==> src/rtl/mem_arb_pkg.sv <==
// Shared types and default sizes for the two-port memory arbiter.
package mem_arb_pkg;

   localparam int ADDR_W_DEF = 5;
   localparam int DATA_W_DEF = 8;

   // The arbiter is either waiting for a request or presenting one access.
   typedef enum logic {
      IDLE  = 1'b0,
      SERVE = 1'b1
   } state_t;

endpackage

==> src/rtl/rr_arb2.sv <==
// Two-input round-robin picker. The pointer names the favoured port and
// moves to the port that was not served after every served cycle.
module rr_arb2 (
   input  logic clk,
   input  logic rst_n,
   input  logic req0,
   input  logic req1,
   input  logic upd,     // a SERVE cycle is ending this clock
   input  logic served,  // port served in that cycle
   output logic pick     // winner: 0 = port 0, 1 = port 1
);

   logic ptr;

   // Winner selection: the pointer only matters on a tie.
   always_comb begin
      // NOTE: default first so every path assigns pick and no latch is inferred.
      pick = 1'b0;
      if (req0 && req1) begin
         pick = ptr;
      end else if (req1) begin
         pick = 1'b1;
      end
   end

   // Pointer register: favour the other port after each served cycle.
   always_ff @(posedge clk or negedge rst_n) begin
      // NOTE: non-blocking assignments keep every flop sampling pre-edge values.
      if (!rst_n) begin
         ptr <= 1'b0;
      end else if (upd) begin
         ptr <= ~served;
      end
   end

endmodule

==> src/rtl/mem_arbiter.sv <==
// Arbitrates two requesters onto one combinationally read memory.
// One access per SERVE cycle; read data is registered and returned the
// following cycle with the requester's rvalid.
module mem_arbiter
   import mem_arb_pkg::*;
#(
   parameter int ADDR_W = ADDR_W_DEF,
   parameter int DATA_W = DATA_W_DEF
) (
   input  logic              clk,
   input  logic              rst_n,
   input  logic              req0,
   input  logic              req1,
   input  logic              we0,
   input  logic              we1,
   input  logic [ADDR_W-1:0] adr0,
   input  logic [ADDR_W-1:0] adr1,
   input  logic [DATA_W-1:0] wdata0,
   input  logic [DATA_W-1:0] wdata1,
   output logic              gnt0,
   output logic              gnt1,
   output logic              rvalid0,
   output logic              rvalid1,
   output logic [DATA_W-1:0] rdata,
   output logic [ADDR_W-1:0] mem_adr,
   output logic [DATA_W-1:0] mem_data,
   output logic              mem_wen,
   input  logic [DATA_W-1:0] mem_rdata,
   output logic [7:0]        txn_cnt
);

   state_t state, state_nxt;
   logic   cur, cur_nxt;
   logic   pick;
   logic   serving;
   logic   rd_done;

   assign serving = (state == SERVE);
   assign rd_done = serving && !mem_wen;

   rr_arb2 u_rr (
      .clk    (clk),
      .rst_n  (rst_n),
      .req0   (req0),
      .req1   (req1),
      .upd    (serving),
      .served (cur),
      .pick   (pick)
   );

   // Next state and served port. From SERVE only the other port's request
   // is looked at, which gives back-to-back alternation without a bubble.
   always_comb begin
      state_nxt = state;
      cur_nxt   = cur;
      case (state)
         IDLE: begin
            if (req0 || req1) begin
               state_nxt = SERVE;
               cur_nxt   = pick;
            end
         end
         SERVE: begin
            if (cur ? req0 : req1) begin
               state_nxt = SERVE;
               cur_nxt   = ~cur;
            end else begin
               state_nxt = IDLE;
            end
         end
         default: state_nxt = IDLE;
      endcase
   end

   // Memory-side muxing and grants: everything is zero outside SERVE, so
   // reset clears these outputs as soon as the state register clears.
   always_comb begin
      mem_adr  = '0;
      mem_data = '0;
      mem_wen  = 1'b0;
      gnt0     = 1'b0;
      gnt1     = 1'b0;
      if (serving) begin
         mem_adr  = cur ? adr1   : adr0;
         mem_data = cur ? wdata1 : wdata0;
         mem_wen  = cur ? we1    : we0;
         gnt0     = ~cur;
         gnt1     = cur;
      end
   end

   // State, read-return and transaction-count registers.
   always_ff @(posedge clk or negedge rst_n) begin
      if (!rst_n) begin
         state   <= IDLE;
         cur     <= 1'b0;
         rvalid0 <= 1'b0;
         rvalid1 <= 1'b0;
         rdata   <= '0;
         txn_cnt <= 8'd0;
      end else begin
         state   <= state_nxt;
         cur     <= cur_nxt;
         rvalid0 <= rd_done && !cur;
         rvalid1 <= rd_done && cur;
         if (rd_done) begin
            rdata <= mem_rdata;
         end
         if (serving) begin
            txn_cnt <= txn_cnt + 8'd1;
         end
      end
   end

endmodule

==> config.mk <==
export PLATFORM = sky130hd
export DESIGN_NAME = mem_arbiter
export DESIGN_NICKNAME = d
export VERILOG_FILES = /design/src/rtl/mem_arb_pkg.sv /design/src/rtl/rr_arb2.sv /design/src/rtl/mem_arbiter.sv
export SDC_FILE = /design/constraint.sdc
export NUM_CORES = 1
export LEC_CHECK = 0
export CORE_AREA = 2 2 63 65
export DETAILED_ROUTE_END_ITERATION = 7
export DIE_AREA = 0 0 65 67
export GPL_TIMING_DRIVEN = 0
export PLACE_DENSITY = 0.82
export SLEW_MARGIN = 20
export SYNTH_ARGS = -nofsm -noshare
export SYNTH_HDL_FRONTEND = slang
export SYNTH_SLANG_ARGS = --single-unit
export TNS_END_PERCENT = 5
==> constraint.sdc <==
create_clock -name clk -period 1.4 [get_ports clk]
set_input_delay 0.35 -clock clk [delete_from_list [all_inputs] [get_ports clk]]
set_output_delay 0.35 -clock clk [all_outputs]
set_load 0.01 [all_outputs]
-- After elaboration in Yosys (flattened, before gate mapping)
Index checks and enable logic that the tools add are counted.
- flip-flop bits (word level): 21
- logic and storage cells: 37
- add/subtract/negate cells: 1
- equality and inequality tests: 2
- mux-type cells: 17
- bitwise logic cells: 2
- reduce and logical (&&, ||, !) cells: 8
- operators with widths (kind ; count):
    8-bit two-way mux ; 2
    1-bit two-way mux ; 11
    5-bit two-way mux ; 2
    8-bit by 1-bit adder with 8-bit output (second input constant) ; 1
    1-bit logical AND ; 4
    1-bit one-hot mux with 2 select lines ; 2
    1-bit zero test ; 2
    2-bit by 1-bit inequality test with 1-bit output (second input constant) ; 1
    2-bit inequality test (second input constant) ; 1
    1-bit inverter ; 2
    2-bit AND reduction ; 1
    1-bit logical OR ; 1

-- Longest topological paths before layout
Gate-level depths: netlist of the first run.
- word-level depth: 5
- mapped depth: 4
- gate-level depth less buffers: 4

-- Cells and area by module
Synthesis of the first run repeated with hierarchy kept, for this count alone.
- cells, all modules: 95
- area total of the unflattened synthesis: 1147.4 um^2
- by module, submodules not included (module ; times used ; cells each ; area an instance (um^2) ; seq. area each (um^2)):
    mem_arbiter ; 1 ; 91 ; 1101.1 ; 500.5
    rr_arb2 ; 1 ; 4 ; 46.3 ; 25.0

-- Least setup slack after synthesis of the first run
Ideal clock, no wire load.
- path kind: reg2out
- start: register state, in the netlist serving
- end: output mem_adr[0]
- arrival: 1.007 ns
- setup slack: 0.043 ns
- stages on the path, launching flop included: 4
- path buffers: 2
- path through: dfrtp_1 buf_2 buf_2 nor2b_1
- cells in the longest elaborated chain, start to end: 1
- ends and longest elaborated chain (item ; line ; RTL):
    start, declared ; mem_arbiter.sv:32 ; state_t state, state_nxt;
    start signal, assigned ; mem_arbiter.sv:102 ; state <= state_nxt;
    5-bit two-way mux ; mem_arbiter.sv:83 ; if (serving) begin
    end, declared ; mem_arbiter.sv:25 ; output logic [ADDR_W-1:0] mem_adr,
No other way between the ends.

-- Worst setup path after layout of the first run
- start: register cur
- end: output mem_wen
- cells in the longest elaborated chain, start to end: 2
- ends and longest elaborated chain (item ; line ; RTL):
    start, declared ; mem_arbiter.sv:33 ; logic cur, cur_nxt;
    start signal, assigned ; mem_arbiter.sv:103 ; cur <= cur_nxt;
    1-bit two-way mux ; mem_arbiter.sv:86 ; mem_wen = cur ? we1 : we0;
    1-bit two-way mux ; mem_arbiter.sv:83 ;
    end, declared ; mem_arbiter.sv:27 ; output logic mem_wen,
No other way between the ends.

==> results of run 1 <==
==> through the flow <==
stage                     instances  hold slack (ns)  utilization  worst slack [ns]  power [mW]
after CTS                       226            0.472        0.551            -0.290        2.59
after global routing            226            0.506        0.555            -0.350        2.75
after detailed placement        214            0.462        0.533            -0.661        2.27
after global placement          214            0.456        0.533            -0.664        2.22
final                           226            0.468        0.555            -0.290        2.58
after floorplan                  93           0.0544            -            0.0426        1.56
==> layout by cell type, fill, tap and decap left out, drive strengths merged <==
master	netlist	layout
inv	3	3
nand2b	1	1
nand2	3	3
xor2	3	3
clkbuf	0	3
ha	1	1
and2b	1	1
a21oi	2	2
nor2b	14	14
o21ba	1	1
clkinvlp	0	1
and3	1	1
buf	4	28
xnor2	4	4
dlygate4sd2	0	18
mux2i	15	15
mux2	9	9
dfrtp	21	21
clkdlybuf4s50	0	39
nand4	4	4
nor2	4	4
o21ai	1	1
and2	1	1
==> critical path, stage by stage (launching register included) <==
cell and delay (ns):
dfrtp_1 0.34, buf_6 0.16, mux2i_4 0.24, and2b_1 0.20, buf_2 0.14
==> cells in the mapped netlist (2+ instances only) <==
master    n  share of area
mux2_4    8           0.11
nor2_1    4          0.013
nand4_1   4          0.022
xor2_1    3          0.023
inv_1     3          0.010
mux2i_1  14           0.12
xnor2_1   4          0.031
nor2b_1  14          0.077
a21oi_1   2         0.0088
buf_2     2         0.0088
dfrtp_1  21           0.46
nand2_1   2         0.0066
==> registers in the layout, indices dropped and copies added, names as in the netlist <==
name / count
serving: 1
rdata: 8
rvalid0: 1
u_rr.ptr: 1
cur: 1
txn_cnt: 8
rvalid1: 1
==> metal layers <==
layer  routed length (µm)  track usage
met5                    0            0
met3                  293       0.0405
met2                 1570        0.265
met4                    0      0.00798
met1                 1160        0.158
==> power breakdown <==
part / total [mW] / switching, mW / internal (mW) / leakage, nW
Sequential: 0.966 / 0.164 / 0.801 / 0.253
Combinational: 1.22 / 0.495 / 0.722 / 0.694
Clock: 0.396 / 0.196 / 0.200 / 0.0217
Total: 2.58 / 0.856 / 1.72 / 0.969
==> kinds of logic (layout without fill, tap and decap cells) <==
logic type / Yosys count / after routing
fa+ha+maj: 1 / 1
flops: 21 / 21
compound gates: 4 / 4
mux: 24 / 24
xor+xnor: 7 / 7
simple gates: 29 / 29
buf+inv: 7 / 92
==> how the worst max path moves through the flow <==
| stage | startpoint | endpoint | slack (ns) |
|---|---|---|---|
| detailed placement | serving | mem_data[5] | -0.66 |
| CTS | cur | mem_data[5] | -0.29 |
| global placement | we1 | mem_wen | -0.66 |
| floorplan | serving | mem_adr[0] | 0.04 |
| finish | cur | mem_wen | -0.29 |
| global route | cur | mem_wen | -0.35 |
==> area by class of cell <==
cell class / count / area (µm²)
tap: 48 / 60.1
fill: 321 / 1600
timing repair buffer: 81 / 721
clock buffer: 3 / 41.3
buffer: 4 / 45.0
clock inverter: 1 / 7.51
sequential: 21 / 528
inverter: 3 / 11.3
multi-input combinational: 65 / 588
==> what timing repair did <==
item,CTS,global route
buffers inserted,7,0
gates resized for setup,93,4
gates cloned,1,0
setup endpoints to repair,34,25
==> out/qor.yml, run 1 <==
power_and_ir_drop:
  p_leak_nw: 0.969
  power_density_mw_per_mm2: 1290
  peakVddDrop_mv: 0.518
layout:
  drive_above_1_share: 0.281
  syn2layout_area_growth_pct: 77.0
  antenna_cells: 0
  layout.nets: 220
  fin_area_mm2: 0.00200
outcome:
  status: "finished with violations"
  violations: "setup timing"
cts:
  cts_tree: "yes"
  hold_buffers: 0
  path_clk_slew_ns: 0.08
  cts_buffers: 3
  cts-htree-levels: 1
  clock_sinks: 21
  clockRootBuffer: "clkbuf_8"
  clk_path_buf_depth: 2
  clk_latency_ns: 0.25
detailed_routing:
  wl_um: 3020
  firstDrtPassIters: 3
  vias_per_cell: 4.39
  ant_nets: 0
  post_drt_wl_per_cell_um: 13.4
  drc: 0
  first_iter_violations: 20
  dr_total_vias: 993
global_routing:
  grt_pass1_wl_um: 4700
  grt_pass1_vias: 999
  antenna_found_initial: 0
  grt_max_degree: 22
  grt-ovfl-total: 0
  grt_usage: 0.139
placement:
  gp_congestion: 0.709
  io_buffers: 73
  placed_area_mm2: 0.00192
worst_setup_path:
  required_ns: 1.05
  path_class: "flop to output port"
  worst_setup_path_start_kind: "flop"
  timing.rr.end: "rdata[4]"
  cp_max_fo: 8
  reg2reg_depth: 5
  cp.arrival_ns: 1.34
  r2r_slack_ns: -0.01
  critPathCaptureType: "output port"
  regToRegStartpoint: "cur"
floorplanning:
  core_mm2: 0.00361
  row_count: 22
  start_util: 0.314
  die_y_um: 67
  ios: 74
  fp.dieW_um: 65
  die_area_mm2: 0.00436
synthesis:
  synth_compound_area_frac: 0.0221
  syn_nets: 134
  synth.mux.area_fraction: 0.260
  synth_seq_cells: 21
  ys.flop_type: "dfrtp_1"
  synth.cell_area_mm2: 0.00113
  synth_area_per_cell_um2: 12.2
  synth_fa_ha_area_frac: 0.0111
  synth_xor_area_frac: 0.0542
  synth.distinct_cells: 24
  synth_edf_count: 0
  ys_seq_area_frac: 0.465
  netlist_instances: 93
  ys_warn_count: 0
  async_reset_ff_frac: 1.00
  synth-simple-area-share: 0.153
  synth_top_family_by_area: "multiplexers"
sta:
  rsz0062_at_grt: "true"
  finalSetupViolCount: 24
  finalWorstSetupSlack_ns: -0.290
  fin_skew_ns: 0.00452
  finalMaxSlewViolations: 0
  finalSetupTns_ns: -3.47
  worst_pin_slew_ns: 0.883
  min_period_ns: 1.69
  clock.fmax_mhz: 592
  post-route-period-util: 1.21
  maxSlewHeadroom: 0.410
  hold_violations: 0
job:
  maxCapViolCount: 0
min_path:
  holdPathEnd: "txn_cnt[7]"
  min_from: "txn_cnt[7]"
  worst_hold_path_type: "flop to flop"
  hold_path_depth: 1
(Power assumes the default switching activity.)
==> inputs of run 2 (changes only) <==
--- a/config.mk
+++ b/config.mk
@@ -9,7 +9,7 @@
 export DETAILED_ROUTE_END_ITERATION = 7
 export DIE_AREA = 0 0 65 67
 export GPL_TIMING_DRIVEN = 0
-export PLACE_DENSITY = 0.82
+export PLACE_DENSITY_LB_ADDON = 0.12
 export SLEW_MARGIN = 20
 export SYNTH_ARGS = -nofsm -noshare
 export SYNTH_HDL_FRONTEND = slang
==> run 2 against run 1 <==
Core utilization down 0.42 points. Largest cell class unchanged. Sequential power about the same. Hold slack worse by 0.26 ns. Design area down 0.75%. Maximum frequency up 1.9%. Global-route usage down 0.66 points. The flow still finishes with violations (setup timing). Flip-flop and latch count unchanged. Count of clock-buffer cells in the layout unchanged. Register-to-register slack better by 0.03 ns. Highest routed layer is now met4.
==> out/qor.yml, run 2 (synthesis results as in run 1) <==
outcome:
  status: "finished with violations"
  violations: "setup timing"
sta:
  finalMaxSlewViolations: 0  # unchanged
  rsz0062_at_grt: "true"
  worst_pin_slew_ns: 0.883  # +0.000178 ns
  post-route-period-util: 1.18  # -0.0227
  finalSetupTns_ns: -3.30  # +0.171 ns
  fin_skew_ns: 0.00202  # -0.00250 ns
  finalSetupViolCount: 16  # -33%
  min_period_ns: 1.66  # -0.0318 ns
  finalWorstSetupSlack_ns: -0.258  # +0.0318 ns
  maxSlewHeadroom: 0.410  # +0.000762
  clock.fmax_mhz: 603  # +1.9%
  hold_violations: 0  # unchanged
worst_setup_path:
  slowest_delay_ns: 0.35  # about the same
  path_class: "flop to output port"
  critPathCaptureType: "output port"
  cp_max_fo: 6  # -2
  crit_chain: "buf_6, mux2i_4, and2b_1, buf_2"
  crit_family: "flip-flops"
  worst_setup_path_start_kind: "flop"
  crit_buf_inv: 2  # unchanged
  cp.arrival_ns: 1.31  # -0.03 ns
  required_ns: 1.05  # about the same
  slowest_stage: "dfrtp_1"
layout:
  syn2layout_area_growth_pct: 75.7
  layout_common_cells: "clkdlybuf4s50_1 (36), dlygate4sd2_1 (20), dfrtp_1 (19), buf_2 (15)"
  final_common_cell: "clkdlybuf4s50_1"
  reg_top3: "rdata: 8 flops, txn_cnt: 8 flops"
  stdcell_count: 225  # -0.44%
  antenna_cells: 0  # unchanged
  drive_above_1_share: 0.266  # -0.0154
  layout.nets: 219  # -0.45%
  fin_area_mm2: 0.00199  # -0.75%
cts:
  clock_sinks: 21  # unchanged
  cts_tree: "yes"
  cts_buffers: 3  # unchanged
  clockRootBuffer: "clkbuf_8"
  cts-htree-levels: 1  # unchanged
  path_clk_slew_ns: 0.08  # about the same
  hold_buffers: 0  # unchanged
  clk_latency_ns: 0.25  # about the same
  clk_path_buf_depth: 2  # unchanged
min_path:
  worst_hold_path_type: "input port to asynchronous set/reset pin"
placement:
  io_buffers: 73  # unchanged
  gp_congestion: 0.678  # -4.4%
  dp.cells: 214  # unchanged
  dpl_worst_slack_ns: -0.675  # -0.0140 ns
  hpwl_um: 2110
  placed_area_mm2: 0.00192  # unchanged
floorplanning:
  die_area_mm2: 0.00436  # unchanged
  core_mm2: 0.00361  # unchanged
  start_util: 0.314  # unchanged
  fp.dieW_um: 65  # unchanged
  die_y_um: 67  # unchanged
  ios: 74  # unchanged
  row_count: 22  # unchanged
power_and_ir_drop:
  p_int_mw: 1.71  # -1.1%
  power_switching_mw: 0.831  # -2.9%
  finalPower_mw: 2.54  # -1.7%
  clockPowerShare: 0.153  # about the same
  power_density_mw_per_mm2: 1280  # -0.94%
  peakVddDrop_mv: 0.442  # -15%
  p_leak_nw: 0.983  # +1.5%
  p_comb_frac: 0.467  # -0.005
  p_seq_frac: 0.381  # +0.007
  swShare: 0.328  # -0.00413
global_routing:
  grt_pass1_vias: 1024  # +2.5%
  grt_pass1_wl_um: 4530  # -3.7%
  grt-ovfl-total: 0  # unchanged
  grt_usage: 0.132  # -0.00661
  grt_max_degree: 22  # unchanged
  antenna_found_initial: 0  # unchanged
job:
  maxCapViolCount: 0  # unchanged
detailed_routing:
  post_drt_wl_per_cell_um: 12.2  # -8.4%
  first_iter_violations: 43  # +110%
  firstDrtPassIters: 4  # +1
  ant_nets: 0  # unchanged
  drc: 0  # unchanged
  dr_total_vias: 977  # -1.6%
  vias_per_cell: 4.34  # -1.2%
  wl_um: 2760  # -8.8%
run 2: path summary, 6_finish.rpt:
check	startpoint	to	slack [ns]	cells after the start
worst max-delay path	cur	mem_wen	-0.26	4
min in group clk	we0	rvalid0	0.45	2
worst max register to register	cur	rdata[7]	0.02	5
worst min register to register	txn_cnt[6]	txn_cnt[6]	0.49	1
max in group asynchronous	rst_n	txn_cnt[2]	0.60	1
worst min-delay path	rst_n	rdata[3]	0.20	1
run 2: repair_timing:
action	in CTS	in global routing
resized for setup	93	5
setup endpoints to repair	34	26
buffers inserted	6	0
gates cloned	0	1
run 2: layout make-up:
cell class,count,area [µm²]
Fill cell,346,1620
Inverter,3,11.3
Tap cell,48,60.1
Clock inverter,1,5.00
Multi-Input combinational cell,65,584
Buffer,4,45.0
Clock buffer,3,41.3
Sequential cell,21,528
Timing Repair Buffer,80,712
run 2: stage by stage:
step | hold WS (ns) | utilization
2_1_floorplan | 0.0544 | -
3_3_place_gp | 0.456 | 0.533
3_5_place_dp | 0.486 | 0.533
4_1_cts | 0.451 | 0.539
5_1_grt | 0.293 | 0.551
6_report | 0.205 | 0.551
run 2: power groups by stage:
stage	Combinational, mW	Sequential [mW]	Clock (mW)
6_report	1.18	0.966	0.387
5_1_grt	1.29	1.01	0.434
4_1_cts	1.17	0.969	0.398
3_5_place_dp	1.28	0.985	0
3_3_place_gp	1.25	0.978	0
2_1_floorplan	0.512	1.05	0
run 2: layer usage:
metal / track usage / wire, µm / up-vias
li1: - / - / 480
met1: 0.149 / 1090 / 451
met2: 0.251 / 1440 / 44
met3: 0.0186 / 194 / 2
met4: 0.0479 / 27 / 0
met5: 0 / 0 / -
==> inputs of run 3 (changes only) <==
--- a/config.mk
+++ b/config.mk
@@ -10,6 +10,7 @@
 export DIE_AREA = 0 0 65 67
 export GPL_TIMING_DRIVEN = 0
 export PLACE_DENSITY_LB_ADDON = 0.12
+export SETUP_SLACK_MARGIN = 0.2
 export SLEW_MARGIN = 20
 export SYNTH_ARGS = -nofsm -noshare
 export SYNTH_HDL_FRONTEND = slang
==> run 3 against run 2 <==
Register-to-register slack hardly changed. Non-clock buffer count is 2 lower. Largest cell class unchanged. The run still ends with setup timing left. Core utilization is 1.4 points lower. Die area stayed put. Clock power is 2% higher. Cell count is 0.89% lower. Via count is 1.3% lower.
==> out/qor.yml, run 3 (synthesis results as in run 1) <==
floorplanning:
  core_mm2: 0.00361  # unchanged
  die_area_mm2: 0.00436  # unchanged
  ios: 74  # unchanged
  die_y_um: 67  # unchanged
  fp.dieW_um: 65  # unchanged
  row_count: 22  # unchanged
  start_util: 0.314  # unchanged
sta:
  hold_ws_ns: 0.322  # +0.118 ns
  rsz0062_at_grt: "true"
  finalMaxSlewViolations: 0  # unchanged
  min_period_ns: 1.66  # -0.00273 ns
  finalSetupViolCount: 16  # unchanged
  post-route-period-util: 1.18  # -0.00195
  worst_pin_slew_ns: 0.881  # -0.00216 ns
  fin_skew_ns: 0.00103  # -0.000994 ns
  maxSlewHeadroom: 0.413  # +0.00240
  hold_violations: 0  # unchanged
  finalWorstSetupSlack_ns: -0.256  # +0.00273 ns
  clock.fmax_mhz: 604  # +0.17%
power_and_ir_drop:
  power_density_mw_per_mm2: 1300  # +2.1%
  peakVddDrop_mv: 0.551  # +25%
  p_leak_nw: 0.937  # -4.7%
cts:
  cts-htree-levels: 1  # unchanged
  path_clk_slew_ns: 0.08  # about the same
  clockRootBuffer: "clkbuf_8"
  hold_buffers: 0  # unchanged
  cts_buffers: 3  # unchanged
  clk_latency_ns: 0.25  # about the same
  clock_sinks: 21  # unchanged
  cts_tree: "yes"
  clk_path_buf_depth: 2  # unchanged
detailed_routing:
  dr_total_vias: 964  # -1.3%
  vias_per_cell: 4.32  # -0.45%
  drc: 0  # unchanged
  first_iter_violations: 26  # -40%
  firstDrtPassIters: 4  # unchanged
  post_drt_wl_per_cell_um: 12.2  # -0.75%
  ant_nets: 0  # unchanged
  wl_um: 2710  # -1.6%
layout:
  syn2layout_area_growth_pct: 71.3
  fin_area_mm2: 0.00194  # -2.5%
  n_fill_cell: 338  # -2.3%
  layout_common_cells: "clkdlybuf4s50_1 (36), buf_2 (31), dfrtp_1 (19), mux2i_1 (13)"
  reg_top3: "rdata: 8 flops, txn_cnt: 8 flops"
  drive_above_1_share: 0.411  # +0.146
  layout.nets: 217  # -0.91%
  final_common_cell: "clkdlybuf4s50_1"
  antenna_cells: 0  # unchanged
worst_setup_path:
  critPathCaptureType: "output port"
  path_class: "flop to output port"
  crit_chain: "buf_6, mux2i_4, and2b_1, buf_2"
  slowest_delay_ns: 0.35  # about the same
  required_ns: 1.05  # about the same
  r2r_slack_ns: 0.03  # about the same
  slowest_stage: "dfrtp_1"
  cp.arrival_ns: 1.31  # about the same
  worst_setup_path_start_kind: "flop"
  cp_max_fo: 5  # -1
global_routing:
  antenna_found_initial: 0  # unchanged
  grt_pass1_wl_um: 4320  # -4.6%
  grt_max_degree: 22  # unchanged
  grt_pass1_vias: 981  # -4.2%
  grt_usage: 0.129  # -0.00316
  grt-ovfl-total: 0  # unchanged
placement:
  gp_congestion: 0.717  # +5.7%
  io_buffers: 73  # unchanged
  dpl_worst_slack_ns: -0.654  # +0.0206 ns
  placed_area_mm2: 0.00195  # +1.4%
  hpwl_um: 2130  # +0.96%
min_path:
  worst_hold_path_type: "input port to asynchronous set/reset pin"
outcome:
  status: "finished with violations"
  violations: "setup timing"
job:
  maxCapViolCount: 0  # unchanged
run 3: cell count changes in the layout (fill, tap and decap cells not counted), moves of 2 or more:
cell | previous run | this run
dlygate4sd2_1 | 20 | 3
nor2b_2 | 0 | 8
buf_2 | 15 | 31
nor2b_1 | 14 | 6
buf_4 | 5 | 3
run 3: path summary, 6_finish.rpt:
path                                  from          to  cells past startpoint
worst min register to register  txn_cnt[7]  txn_cnt[7]                      1
worst max-delay path                   cur     mem_wen                      4
max in group asynchronous            rst_n     serving                      1
worst max register to register         cur    rdata[5]                      5
worst min-delay path                 rst_n  txn_cnt[5]                      1
min in group clk                       we1     rvalid1                      2
run 3: critical path, delay by kind of cell (launching register included):
kind / cells / cell delay, ns
buf+inv: 2 / 0.28
simple gates: 1 / 0.19
mux: 1 / 0.23
flops: 1 / 0.35
run 3: power breakdown:
part / internal (mW) / leakage [nW] / total (mW) / switching, mW
Clock: 0.200 / 0.0217 / 0.395 / 0.194
Sequential: 0.801 / 0.253 / 0.971 / 0.170
Combinational: 0.679 / 0.662 / 1.16 / 0.481
run 3: cell type report:
type	instances	area, µm²	area share
inverter	3	11.3	0.00581
timing repair buffer	78	641	0.331
clock buffer	3	41.3	0.0213
tap	48	60.1	0.0310
sequential	21	528	0.272
clock inverter	1	7.51	0.00387
buffer	4	45.0	0.0232
multi-input combinational	65	604	0.312
run 3: metal layers:
metal,wire length [µm],vias to the layer above,global-route usage
met3,264,2,0.0253
met4,27,0,0.0559
li1,-,477,-
met1,1040,439,0.149
met5,0,-,0
met2,1370,46,0.231
run 3: through the flow:
stage,setup TNS [ns],utilization,std cells,total power [mW]
finish,-3.46,0.537,223,2.53
global route,-4.91,0.537,223,2.70
CTS,-3.68,0.536,223,2.56
detailed placement,-11.91,0.540,214,2.28
global placement,-11.30,0.540,214,2.24
floorplan,0,-,93,1.58
run 3: timing repair:
action                                  4_1_cts  5_1_grt
endpoints found under the setup margin       64       32
setup buffers                                 4        0
pin swaps                                     2        1
cloned                                        1        0
resized for setup                           148        4
